### src/rtl/cla_pipe_addsub_if.sv
// Handshake/bus bundle for cla_pipe_addsub.
// Both sides follow strict valid/ready semantics: a beat moves across a
// boundary on a rising edge exactly when its valid and ready are both 1.
// A producer may not make valid depend on ready, and the block holds its
// result stable while out_valid is 1 and out_ready is 0.
interface cla_pipe_addsub_if #(
    parameter int WIDTH = 16
);
    logic             in_valid;
    logic             in_ready;
    logic [WIDTH-1:0] a;
    logic [WIDTH-1:0] b;
    logic             sub;
    logic             cin;
    logic             sat;
    logic             out_valid;
    logic             out_ready;
    logic [WIDTH-1:0] sum;
    logic             cout;
    logic             ovf;
    logic             zero;

    // Arithmetic block side.
    modport slave (
        input  in_valid, a, b, sub, cin, sat, out_ready,
        output in_ready, out_valid, sum, cout, ovf, zero
    );

    // Producer/consumer side.
    modport master (
        output in_valid, a, b, sub, cin, sat, out_ready,
        input  in_ready, out_valid, sum, cout, ovf, zero
    );
endinterface

### src/rtl/cla_pipe_addsub.sv
// Pipelined carry-lookahead adder/subtractor.
// WIDTH bits are split into STAGES segments of SEG = WIDTH/STAGES bits; each
// segment is resolved from 4-bit lookahead groups and its carry is registered
// into the next segment. Operands travel with the beat, finished sum bits are
// carried forward. Flow control is one global advance signal, no bubbles are
// collapsed. Optional signed saturation is compiled in with CLA_PIPE_SAT_EN.
module cla_pipe_addsub #(
    parameter int WIDTH  = 16,
    parameter int STAGES = 4
) (
    input  logic clk,
    input  logic rst,
    cla_pipe_addsub_if.slave bus
);
    localparam int SEG  = WIDTH / STAGES;
    localparam int NG   = SEG / 4;
    localparam int LAST = STAGES - 1;

    if ((WIDTH % 4) != 0 || (SEG % 4) != 0 || (SEG * STAGES) != WIDTH) begin : g_bad_cfg
        $error("cla_pipe_addsub: WIDTH and WIDTH/STAGES must be multiples of 4");
    end

    // One segment: returns {carry out, carry into segment MSB, sum bits}.
    function automatic logic [SEG+1:0] seg_add(input logic [SEG-1:0] x,
                                               input logic [SEG-1:0] y,
                                               input logic           ci);
        logic [SEG-1:0] p;
        logic [SEG-1:0] g;
        logic [SEG-1:0] s;
        logic [NG-1:0]  gp;
        logic [NG-1:0]  gg;
        logic [NG:0]    gc;
        logic [3:0]     bc;
        logic           term;
        p  = x ^ y;
        g  = x & y;
        s  = '0;
        bc = '0;
        for (int j = 0; j < NG; j++) begin
            gp[j] = &p[4*j +: 4];
            gg[j] = g[4*j+3] | (p[4*j+3] & g[4*j+2]) | (p[4*j+3] & p[4*j+2] & g[4*j+1])
                  | (p[4*j+3] & p[4*j+2] & p[4*j+1] & g[4*j]);
        end
        // Group carries in flat lookahead form: any group generates and all later ones propagate.
        gc    = '0;
        gc[0] = ci;
        for (int j = 1; j <= NG; j++) begin
            term = ci;
            for (int t = 0; t < j; t++) term = term & gp[t];
            gc[j] = term;
            for (int m = 0; m < j; m++) begin
                term = gg[m];
                for (int t = m + 1; t < j; t++) term = term & gp[t];
                gc[j] = gc[j] | term;
            end
        end
        // Bit carries inside each 4-bit group.
        for (int j = 0; j < NG; j++) begin
            bc[0] = gc[j];
            bc[1] = g[4*j] | (p[4*j] & gc[j]);
            bc[2] = g[4*j+1] | (p[4*j+1] & g[4*j]) | (p[4*j+1] & p[4*j] & gc[j]);
            bc[3] = g[4*j+2] | (p[4*j+2] & g[4*j+1]) | (p[4*j+2] & p[4*j+1] & g[4*j])
                  | (p[4*j+2] & p[4*j+1] & p[4*j] & gc[j]);
            s[4*j +: 4] = p[4*j +: 4] ^ bc;
        end
        return {gc[NG], bc[3], s};
    endfunction

    logic [WIDTH-1:0] a_q   [STAGES];
    logic [WIDTH-1:0] b_q   [STAGES];
    logic [WIDTH-1:0] s_q   [STAGES];
    logic [WIDTH-1:0] s_d   [STAGES];
    logic [SEG+1:0]   res_d [STAGES];
    logic [STAGES-1:0] c_q;
    logic [STAGES-1:0] c_d;
    logic [STAGES-1:0] v_q;
`ifdef CLA_PIPE_SAT_EN
    logic [STAGES-1:0] sat_q;
`endif

    logic             out_valid_q;
    logic [WIDTH-1:0] sum_q;
    logic             cout_q;
    logic             ovf_q;
    logic             zero_q;

    logic             advance;
    logic             ovf_d;
    logic [WIDTH-1:0] sum_d;

    assign advance = ~out_valid_q | bus.out_ready;

    // Each stage resolves its own segment and merges it into the carried sum bits.
    always_comb begin
        for (int k = 0; k < STAGES; k++) begin
            res_d[k] = seg_add(a_q[k][k*SEG +: SEG], b_q[k][k*SEG +: SEG], c_q[k]);
            s_d[k]   = s_q[k];
            s_d[k][k*SEG +: SEG] = res_d[k][SEG-1:0];
            c_d[k]   = res_d[k][SEG+1];
        end
    end

    // Final flags and optional clamp; ovf and cout always describe the raw result.
    always_comb begin
        ovf_d = res_d[LAST][SEG] ^ c_d[LAST];
        sum_d = s_d[LAST];
`ifdef CLA_PIPE_SAT_EN
        if (sat_q[LAST] && ovf_d) begin
            sum_d = a_q[LAST][WIDTH-1] ? {1'b1, {(WIDTH-1){1'b0}}} : {1'b0, {(WIDTH-1){1'b1}}};
        end
`endif
    end

    // Pipeline shift: every stage and the output register move together on advance.
    always_ff @(posedge clk) begin
        if (rst) begin
            v_q         <= '0;
            c_q         <= '0;
`ifdef CLA_PIPE_SAT_EN
            sat_q       <= '0;
`endif
            for (int k = 0; k < STAGES; k++) begin
                a_q[k] <= '0;
                b_q[k] <= '0;
                s_q[k] <= '0;
            end
            out_valid_q <= 1'b0;
            sum_q       <= '0;
            cout_q      <= 1'b0;
            ovf_q       <= 1'b0;
            zero_q      <= 1'b0;
        end else if (advance) begin
            v_q[0] <= bus.in_valid;
            a_q[0] <= bus.a;
            b_q[0] <= bus.sub ? ~bus.b : bus.b;
            c_q[0] <= bus.cin ^ bus.sub;
            s_q[0] <= '0;
`ifdef CLA_PIPE_SAT_EN
            sat_q[0] <= bus.sat;
`endif
            for (int k = 1; k < STAGES; k++) begin
                v_q[k] <= v_q[k-1];
                a_q[k] <= a_q[k-1];
                b_q[k] <= b_q[k-1];
                c_q[k] <= c_d[k-1];
                s_q[k] <= s_d[k-1];
`ifdef CLA_PIPE_SAT_EN
                sat_q[k] <= sat_q[k-1];
`endif
            end
            out_valid_q <= v_q[LAST];
            if (v_q[LAST]) begin
                sum_q  <= sum_d;
                cout_q <= c_d[LAST];
                ovf_q  <= ovf_d;
                zero_q <= ~|sum_d;
            end
        end
    end

    assign bus.in_ready  = advance;
    assign bus.out_valid = out_valid_q;
    assign bus.sum       = sum_q;
    assign bus.cout      = cout_q;
    assign bus.ovf       = ovf_q;
    assign bus.zero      = zero_q;
endmodule

### src/flat_wrapper.sv
// flat-port wrapper written by rule: the top's interface ports become plain ports
module cla_pipe_addsub_flat 
#(
    parameter int WIDTH  = 16,
    parameter int STAGES = 4
)
  (clk, rst, bus_in_valid, bus_a, bus_b, bus_sub, bus_cin, bus_sat, bus_out_ready, bus_in_ready, bus_out_valid, bus_sum, bus_cout, bus_ovf, bus_zero);
  cla_pipe_addsub_if #(.WIDTH(WIDTH)) bus_i ();
  input  logic clk;
  input  logic rst;
  input wire logic [$bits(bus_i.in_valid)-1:0] bus_in_valid;
  input wire logic [$bits(bus_i.a)-1:0] bus_a;
  input wire logic [$bits(bus_i.b)-1:0] bus_b;
  input wire logic [$bits(bus_i.sub)-1:0] bus_sub;
  input wire logic [$bits(bus_i.cin)-1:0] bus_cin;
  input wire logic [$bits(bus_i.sat)-1:0] bus_sat;
  input wire logic [$bits(bus_i.out_ready)-1:0] bus_out_ready;
  output wire logic [$bits(bus_i.in_ready)-1:0] bus_in_ready;
  output wire logic [$bits(bus_i.out_valid)-1:0] bus_out_valid;
  output wire logic [$bits(bus_i.sum)-1:0] bus_sum;
  output wire logic [$bits(bus_i.cout)-1:0] bus_cout;
  output wire logic [$bits(bus_i.ovf)-1:0] bus_ovf;
  output wire logic [$bits(bus_i.zero)-1:0] bus_zero;
  assign bus_i.in_valid = bus_in_valid;
  assign bus_i.a = bus_a;
  assign bus_i.b = bus_b;
  assign bus_i.sub = bus_sub;
  assign bus_i.cin = bus_cin;
  assign bus_i.sat = bus_sat;
  assign bus_i.out_ready = bus_out_ready;
  assign bus_in_ready = bus_i.in_ready;
  assign bus_out_valid = bus_i.out_valid;
  assign bus_sum = bus_i.sum;
  assign bus_cout = bus_i.cout;
  assign bus_ovf = bus_i.ovf;
  assign bus_zero = bus_i.zero;
  cla_pipe_addsub #(.WIDTH(WIDTH), .STAGES(STAGES)) u_core (.clk(clk), .rst(rst), .bus(bus_i));
endmodule
### config.mk
export PLATFORM = sky130hd
export DESIGN_NAME = cla_pipe_addsub_flat
export DESIGN_NICKNAME = d
export VERILOG_FILES = /design/src/rtl/cla_pipe_addsub_if.sv /design/src/rtl/cla_pipe_addsub.sv /design/src/flat_wrapper.sv
export SDC_FILE = /design/constraint.sdc
export NUM_CORES = 1
export LEC_CHECK = 0
export CAP_MARGIN = 20
export CORE_MARGIN = 10
export CORE_UTILIZATION = 25
export CTS_CLUSTER_DIAMETER = 40
export DETAILED_ROUTE_END_ITERATION = 16
export PLACE_DENSITY_LB_ADDON = 0.3
export REMOVE_ABC_BUFFERS = 1
export SYNTH_ARGS = -nofsm -noshare
export SYNTH_HDL_FRONTEND = slang
export SYNTH_SLANG_ARGS = --single-unit
### constraint.sdc
create_clock -name clk -period 7.3 [get_ports clk]
set_input_delay 2.19 -clock clk [delete_from_list [all_inputs] [get_ports clk]]
set_output_delay 2.19 -clock clk [all_outputs]
set_load 0.005 [all_outputs]
# Yosys cells after proc, flatten, opt, wreduce, memory -nomap -nowiden
# Memories as Yosys holds them, arrays and structs flattened.
# Cells that the tools add are included.
# classes
n_mux,18
n_bitwise,129
reduce_logical,7
# ops
op,count
16-bit 2-to-1 mux,13
1-bit AND,60
1-bit bitwise OR,53
4-bit XOR,8
4-bit AND,4
16-bit NOT,1
4-bit AND reduction,4
16-bit OR reduction,1
1-bit 2-to-1 mux,5
2-bit AND reduction,1
1-bit XOR,2
1-bit zero test,1
1-bit NOT,1
# word_totals
register_bits,28
ramBits,192
inputBits,39
output_inout_bits,21
word_cells,164
mem_count,3
# memory_table
name,depth,width,read_ports,rd_clocked_by_memory_dff,write_ports,line,rtl
u_core.a_q,4,16,4,0,4,cla_pipe_addsub.sv:69,logic [WIDTH-1:0] a_q [STAGES];
u_core.b_q,4,16,4,0,4,cla_pipe_addsub.sv:70,logic [WIDTH-1:0] b_q [STAGES];
u_core.s_q,4,16,4,0,4,cla_pipe_addsub.sv:71,logic [WIDTH-1:0] s_q [STAGES];

# Logic depth before layout (Yosys ltp)
# depth
word_depth,8
ltp_mapped,7
ltp_nobuf,6

# Least setup slack after synthesis
# No wires, ideal clock.
# synth_timing
path_type,in2reg
from,in rst
to,mem u_core.a_q[0][0] (enable)
setup_ns,0.480
t_arrival_ns,4.999
t_required_ns,6.820
setup_slack_ns,1.821
cell_stages,2
path_buffers,1
cell_sequence,clkbuf_1 -> nand2b_1
# synth_lines
element,line,rtl
"start, declared",flat_wrapper.sv:10,input logic rst;
"end, declared",cla_pipe_addsub.sv:69,

# Final worst setup path
# layout_timing
from,in bus_out_ready
to,out bus_in_ready
# layout_via
elab_chain_len,1
# layout_rtl
element,line,rtl
"start, declared",flat_wrapper.sv:17,input wire logic [$bits(bus_i.out_ready)-1:0] bus_out_ready;
1-bit bitwise OR,cla_pipe_addsub.sv:91,assign advance = ~out_valid_q | bus.out_ready;
"end, declared",flat_wrapper.sv:18,output wire logic [$bits(bus_i.in_ready)-1:0] bus_in_ready;
# No other way between the ends.

==> metrics.md <==
| Metric | Value |
|---|---|
| GRT met2 Usage | about a tenth |
| Worst setup path class | input pin to primary output |
| Root buffer cell | clkbuf_16 |
| Slowest CP cell | clkdlybuf4s50_1 |
| Flops & latches, synth | between 100 and 150 |
| Max Cap Viol | 0 |
| Syn avg cell area | about 13 um2 |
| Crit-path leading delay family | buffers and inverters |
| Syn-to-layout area delta | 26.8% |
| Crit start category | input pin |
| Final Hold Fails | 0 |
| FMAX | approximately 0.17 GHz |
| Power Density | 251 nW/um2 |
| Ports | 60 |
| TritonCTS clock tree | yes |
| Gr ovfl total | 0 |
| Setup tns final | 0 ns |
| CP Data Arrival Time | roughly 3.6 ns |
| Clock skew | ~0.0067 ns |
| Most frequent cell after synthesis | edfxtp_1 |
| Total number of vias | about 3100 |
| Detailed-route DRC error count | 0 |
| RSZ-0062 raised after global routing | false |
| Cell depth of the worst hold path | 2 |
| RR Startpoint | u_core.bus.out_valid |
| Crit path top cell by count | clkdlybuf4s50_1 |
| Post-synth cell types | 37 |
| Net Switching | 0.360 mW |
| Peak supply drop | ~0.12 mV |
| Switching portion of total power | between 20 and 25% |
| EDFF count, synth | between 100 and 150 |
| Hold EP | u_core.v_q[1] |
| DPL Wire Length | roughly 6.3 mm |
| GRT Max-Usage Layer | met2 |
| Setup Fix Bufs, Post-CTS | 0 |
| Net total in the final layout | between 500 and 600 |
| Worst Path Required | between 5 and 6 ns |
| Tmin final | 5.78 ns |
| Crit path cell chain | clkdlybuf4s50_1 > nor2b_1 > buf_4 > inv_4 > clkdlybuf4s50_1 |
| M1 GR Usage | between 8 and 9% |
| GRT Total Usage | roughly 6.8% |
| Die H | 169 um |
| Slew @ Worst Pin | about 0.73 ns |
| Hold Crit Start | u_core.v_q[1] |
| Global-route wire length before repair | around 16 mm |
| Post-route ant nets | 0 |
| Largest net degree at the start of global routing | 62 |
| Die Wd | 169 um |
| Yosys top cell area share | a little under three fifths |
| Vias per inst | ~3.9 |
| First-pass DRT Iterations | 4 |
| Buffers on Ports | 58 |
| Worst skew pair latency | a little over 0.4 ns |
| Endpoints failing setup | 0 |
| Worst stage delay on the critical path | 0.48 ns |
| CTS clk-pin slew, worst paths | ~0.05 ns |
| Layout cell share with drive strength beyond 1 | under 10% |
| Initial antenna violation count | 0 |
| Critical path endpoint category | primary output |
| Final cell count without fillers | between 700 and 800 |
| Core area | 21900 um2 |
| Average wire per standard cell | 11.6 um |
| Post-synth top cells | 104 x edfxtp_1, 78 x and2_1, 43 x nand2_1 |
| Area leader, netlist | edfxtp_1 |
| Worst slew margin | between 50% and 60% |
| DIE AREA | 28600 um2 |
| RR Endpoint | u_core.b_q[0][12] |
| CTS H-tree lvls | 4 |
| Sink Count | ~130 |
| Reg power frac | 48.5% |
| Antenna fix cells | 0 |
| Worst-path fanout max | 16 |
| Via count of the first global-routing pass | ~3100 |
| Hold buffers post-CTS | 0 |
| DP Area | roughly 6400 um2 |
| Post-layout instance area | between 7000 and 8000 um2 |
| R2r setup slk | approximately 5 ns |
| Status | finished clean |
| Async SR Flop Fraction | 0% |
| Num rows | 54 |
| CP Buf/Inv Count | 4 |
| Post-cts resize count | 0 |
| Total CTS buffers | 17 |
| P_leak | approximately 2.7 nW |
| Power Internal | around 1.4 mW |
| CTS max path bufs | 2 |
| Final wirelength | a little over 9 mm |
| Starting density of the core | 25.4% |
| Mapped cell area | around 5600 um2 |
| Cell count after placement | 760 |
| Crit share post-route | between 70 and 80% |
| GP Congestion | around 0.7 |
| Worst min-delay path category | flop to flop |
| Most used DFF post-synth | edfxtp_1 |
| Met3 Usage GRT | approximately 3.2% |
| Combinational share of power | 5.5% |
| Slew Viols, Final | 0 |
| Iter 0 DRT Violations | 134 |
| Yosys warns | 0 |
| Synth area leaders | edfxtp_1 56%, dfxtp_1 10%, and2_1 8.8% |
| Sequential-to-total area share from yosys stat | between 60 and 70% |
| Clock group share of total power | approximately 46% |
| Mapped Cells | 439 |
| Reg2Reg Depth | 4 |
## layer usage
metal	up-vias	share of wire [%]
met4	0	1.4
met3	8	6.9
met1	1368	50
met5	-	0
met2	63	42
li1	1633	-
## flip-flops by register name, indices dropped and copies added, names as in the netlist
signal	flops
u_core.s_q	24
u_core.bus.cout	1
u_core.bus.out_valid	1
u_core.a_q	40
u_core.bus.ovf	1
u_core.b_q	40
u_core.v_q	4
u_core.bus.zero	1
u_core.c_q	4
u_core.bus.sum	16
## final cells by class
type                       instances  area [um2]
multi-input combinational        273        1740
clock inverter                    13         134
clock buffer                      19         443
sequential                       132        3680
inverter                          13        51.3
fill                            2212       14800
timing repair buffer              64         653
tap                              280         350
## power groups by stage
| stage | clock, mW | combinational [mW] | sequential, mW |
|---|---|---|---|
| finish | 0.814 | 0.0974 | 0.857 |
| global route | 0.874 | 0.112 | 0.861 |
| CTS | 0.837 | 0.0976 | 0.858 |
| detailed placement | 0 | 0.0971 | 0.873 |
| global placement | 0 | 0.0956 | 0.873 |
| floorplan | 0 | 0.0547 | 0.870 |
## tightest hold or removal path: cells and delay by family (launching register included)
kind	cells	cell delay (ns)
compound gates	1	0.05
flops	1	0.31
simple gates	1	0.05
## metrics by stage
step	worst slack, ns	hold WS (ns)	util, %	total power [mW]
after floorplan	1.44	0.426	-	0.924
after global placement	1.49	0.439	29.4	0.968
after detailed placement	1.50	0.445	29.4	0.971
after CTS	1.48	0.452	32.0	1.79
after global routing	1.43	0.475	32.2	1.85
final	1.52	0.454	32.2	1.77
## cells in the final DEF, fill, tap and decap left out, types with 2 or more instances in the layout
master | Yosys | layout
nand2b_1 | 5 | 4
nor4_1 | 2 | 2
xnor2_1 | 17 | 17
a21o_1 | 3 | 3
nand2_1 | 43 | 43
ha_1 | 16 | 16
inv_1 | 12 | 12
o21ai_0 | 5 | 5
nor2_1 | 39 | 39
clkdlybuf4s50_1 | 0 | 58
clkbuf_16 | 0 | 17
a21oi_1 | 26 | 26
buf_4 | 2 | 4
and2_1 | 78 | 78
xor2_1 | 7 | 7
a211oi_1 | 7 | 7
nand3_1 | 4 | 4
dfxtp_1 | 28 | 28
clkinvlp_4 | 0 | 5
fa_1 | 4 | 4
edfxtp_1 | 104 | 104
o21bai_1 | 2 | 2
o31a_1 | 3 | 3
clkinv_2 | 0 | 3
bufinv_16 | 0 | 2
## worst max path at each step
stage             startpoint          endpoint  slack [ns]  depth (start not counted)
2_1_floorplan  bus_out_ready  u_core.a_q[0][0]        1.44                          2
3_3_place_gp   bus_out_ready      bus_in_ready        1.49                          5
3_5_place_dp   bus_out_ready      bus_in_ready        1.50                          5
4_1_cts        bus_out_ready      bus_in_ready        1.48                          5
5_1_grt        bus_out_ready      bus_in_ready        1.43                          5
6_report       bus_out_ready      bus_in_ready        1.52                          5
## logic make-up after synthesis
| group | share of synthesized area, % |
|---|---|
| simple gates | 16.4 |
| flops | 66.2 |
| compound gates | 5.64 |
| buf+inv | 2.77 |
| xor+xnor | 3.78 |
| fa+ha+maj | 5.04 |
| mux | 0.180 |
No activity file was read; power rests on OpenSTA's default activity.
==> variant (same flow settings) <==
The option `CLA_PIPE_SAT_EN` is turned on by a define.
--- a/src/rtl/cla_pipe_addsub.sv
+++ b/src/rtl/cla_pipe_addsub.sv
@@ -4,6 +4,8 @@
 // into the next segment. Operands travel with the beat, finished sum bits are
 // carried forward. Flow control is one global advance signal, no bubbles are
 // collapsed. Optional signed saturation is compiled in with CLA_PIPE_SAT_EN.
+`define CLA_PIPE_SAT_EN
+
 module cla_pipe_addsub #(
     parameter int WIDTH  = 16,
     parameter int STAGES = 4
Formal check against the unedited RTL: not equivalent (Yosys sat finds a counterexample within 10 cycles, from zero or initial values and one cycle with rst high).
==> variant against the unedited design <==
Worst setup slack better by 0.0058 ns; sequential cell count up 4; synthesized area up 4.1%; wire length up 13%; register-to-register slack worse by 0.09 ns; global-route usage up 0.73 points; final area up 4.5%; total power up 9.8%; clock skew about the same; critical path type unchanged; largest cell class unchanged.
==> variant: results (changes against the unedited design) <==
Layout cell share with drive strength beyond 1 -> 9.85% (+1.7 points)
Register area share after synthesis -> 65.0% (-1.2 points)
First-pass GRT wire length -> 17,400 um (+10%)
Synth cell types -> 35 (-5.4%)
Mux contribution to synthesized area -> 0.605% (+0.42 points)
DR iter-0 viols -> 121 (-9.7%)
Reg2Reg Depth -> 4 (unchanged)
Worst Skew -> 0.00629 ns (-0.000379 ns)
Area share of the largest cell type after synthesis -> 53.9% (-2.2 points)
Non-filler cells, final -> 813 (+2.4%)
Internal -> 1.56 mW (+11%)
Slowest-stage cell, CP -> clkdlybuf4s50_1
Worst reg2reg endpoint -> u_core.b_q[0][7]
Post-synth top cells -> 104 x edfxtp_1, 77 x and2_1, 52 x nor2_1, 36 x nand2_1, 32 x dfxtp_1
Routed length on met2 -> 4500 um (+16%)
Synth area leaders -> edfxtp_1 54%, dfxtp_1 11%, and2_1 8.3%
Syn. warnings -> 0 (unchanged)
Global Route met3 Usage -> 3.08% (-0.12 points)
CP Data Arrival Time -> 3.58 ns (about the same)
Routed met3 length -> 690 um (+8.8%)
P_comb -> 109 uW (+12%)
Synth Area in Compound Gates -> 6.98% (+1.3 points)
Clock Tree Buf Depth -> 2 (unchanged)
Final net count -> 574 (+2.5%)
Synth Instances -> 456 (+3.9%)
Status -> finished clean
Initial antenna violation count -> 1 (+1)
Post-Place Cells -> 780 (+2.6%)
Relative slew slack -> 45.5% (-5.8 points)
Post-Synth Adder-Cell Area -> 4.84% (-0.20 points)
M1 GR Usage -> 9.37% (+0.56 points)
Placer Congestion -> 0.706 (-0.56%)
Final wirelength -> 10,500 um (+13%)
Sequential share of power -> 45.5% (-3.0 points)
Largest net degree at the start of global routing -> 64 (+3.2%)
Hold Crit Class -> flop to flop
Post-DR vias/cell -> 4.00 (+3.3%)
Clock transition at path regs -> 0.06 ns
Logic gate share of total power -> 5.6%
Hold buffer count at CTS -> 0 (unchanged)
Vias in the first global route -> 3,387 (+8.1%)
Critical path's largest stage delay -> 0.59 ns (+0.11 ns)
Reg2Reg Setup Slack -> 4.99 ns (-0.09 ns)
GRT Total Usage -> 7.56% (+0.73 points)
M1 wire length -> 5050 um (+9.7%)
Pleak -> 2.83 nW (+5.4%)
Synth Area in XOR/XNOR -> 4.38% (+0.61 points)
Met2 Use GR -> 10.9% (+1.3 points)
Fill cells -> 2,261 (+2.2%)
Peak VDD IR -> 0.125 mV (+0.40%)
Dpl hpwl -> 6900 um (+9.1%)
CP Max Fanout -> 12 (-4)
Diode count -> 0 (unchanged)
PortBufs -> 59 (+1.7%)
-- variant: cell types whose count changed after synthesis, moves of 5 or more --
cell / change
buf_2: -7
nand2_1: -7
xnor2_1: +7
clkbuf_1: +13
a211oi_2: +10
a21oi_1: -14
a211oi_1: +6
o21ai_0: -5
nor2_1: +13
inv_1: +5
-- variant: tightest hold or removal path, cell delays in order (launching register included) --
cell     delay [ns]
dfxtp_1        0.31
nand2_1        0.05
a21oi_1        0.05
-- variant: per-stage QoR --
stage | setup WS, ns | util (%) | hold WS [ns] | instance area, sq um
after floorplan | 1.42 | - | 0.426 | 5690
after global placement | 1.53 | 29.5 | 0.440 | 6690
after detailed placement | 1.53 | 29.5 | 0.446 | 6690
after CTS | 1.52 | 32.3 | 0.454 | 7350
after global routing | 1.45 | 32.5 | 0.484 | 7370
final | 1.53 | 32.5 | 0.454 | 7370
-- variant: kinds of logic after synthesis --
group,Yosys count
and+or+nand+nor,177
DFF,136
AOI/OAI and AO/OA,49
buffers and inverters,42
xor gates and xnor gates,29
adders and majority gates,20
muxes,3
-- variant: cell type report --
cell class | count | area share (%)
clock inverter | 15 | 3.14
inverter | 17 | 0.865
tap | 285 | 4.84
clock buffer | 17 | 5.77
sequential | 136 | 51.0
timing repair buffer | 65 | 8.89
multi-input combinational | 278 | 25.5
-- variant: how the worst min path moves through the flow --
stage / end / depth (start not counted) / slack [ns] / startpoint
floorplan: u_core.sat_q[0] / 2 / 0.43 / u_core.sat_q[0]
global placement: u_core.sat_q[1] / 2 / 0.44 / u_core.sat_q[1]
detailed placement: u_core.v_q[1] / 2 / 0.45 / u_core.v_q[1]
CTS: u_core.v_q[1] / 2 / 0.45 / u_core.v_q[1]
global route: u_core.sat_q[1] / 2 / 0.48 / u_core.sat_q[0]
finish: u_core.v_q[1] / 2 / 0.45 / u_core.v_q[1]
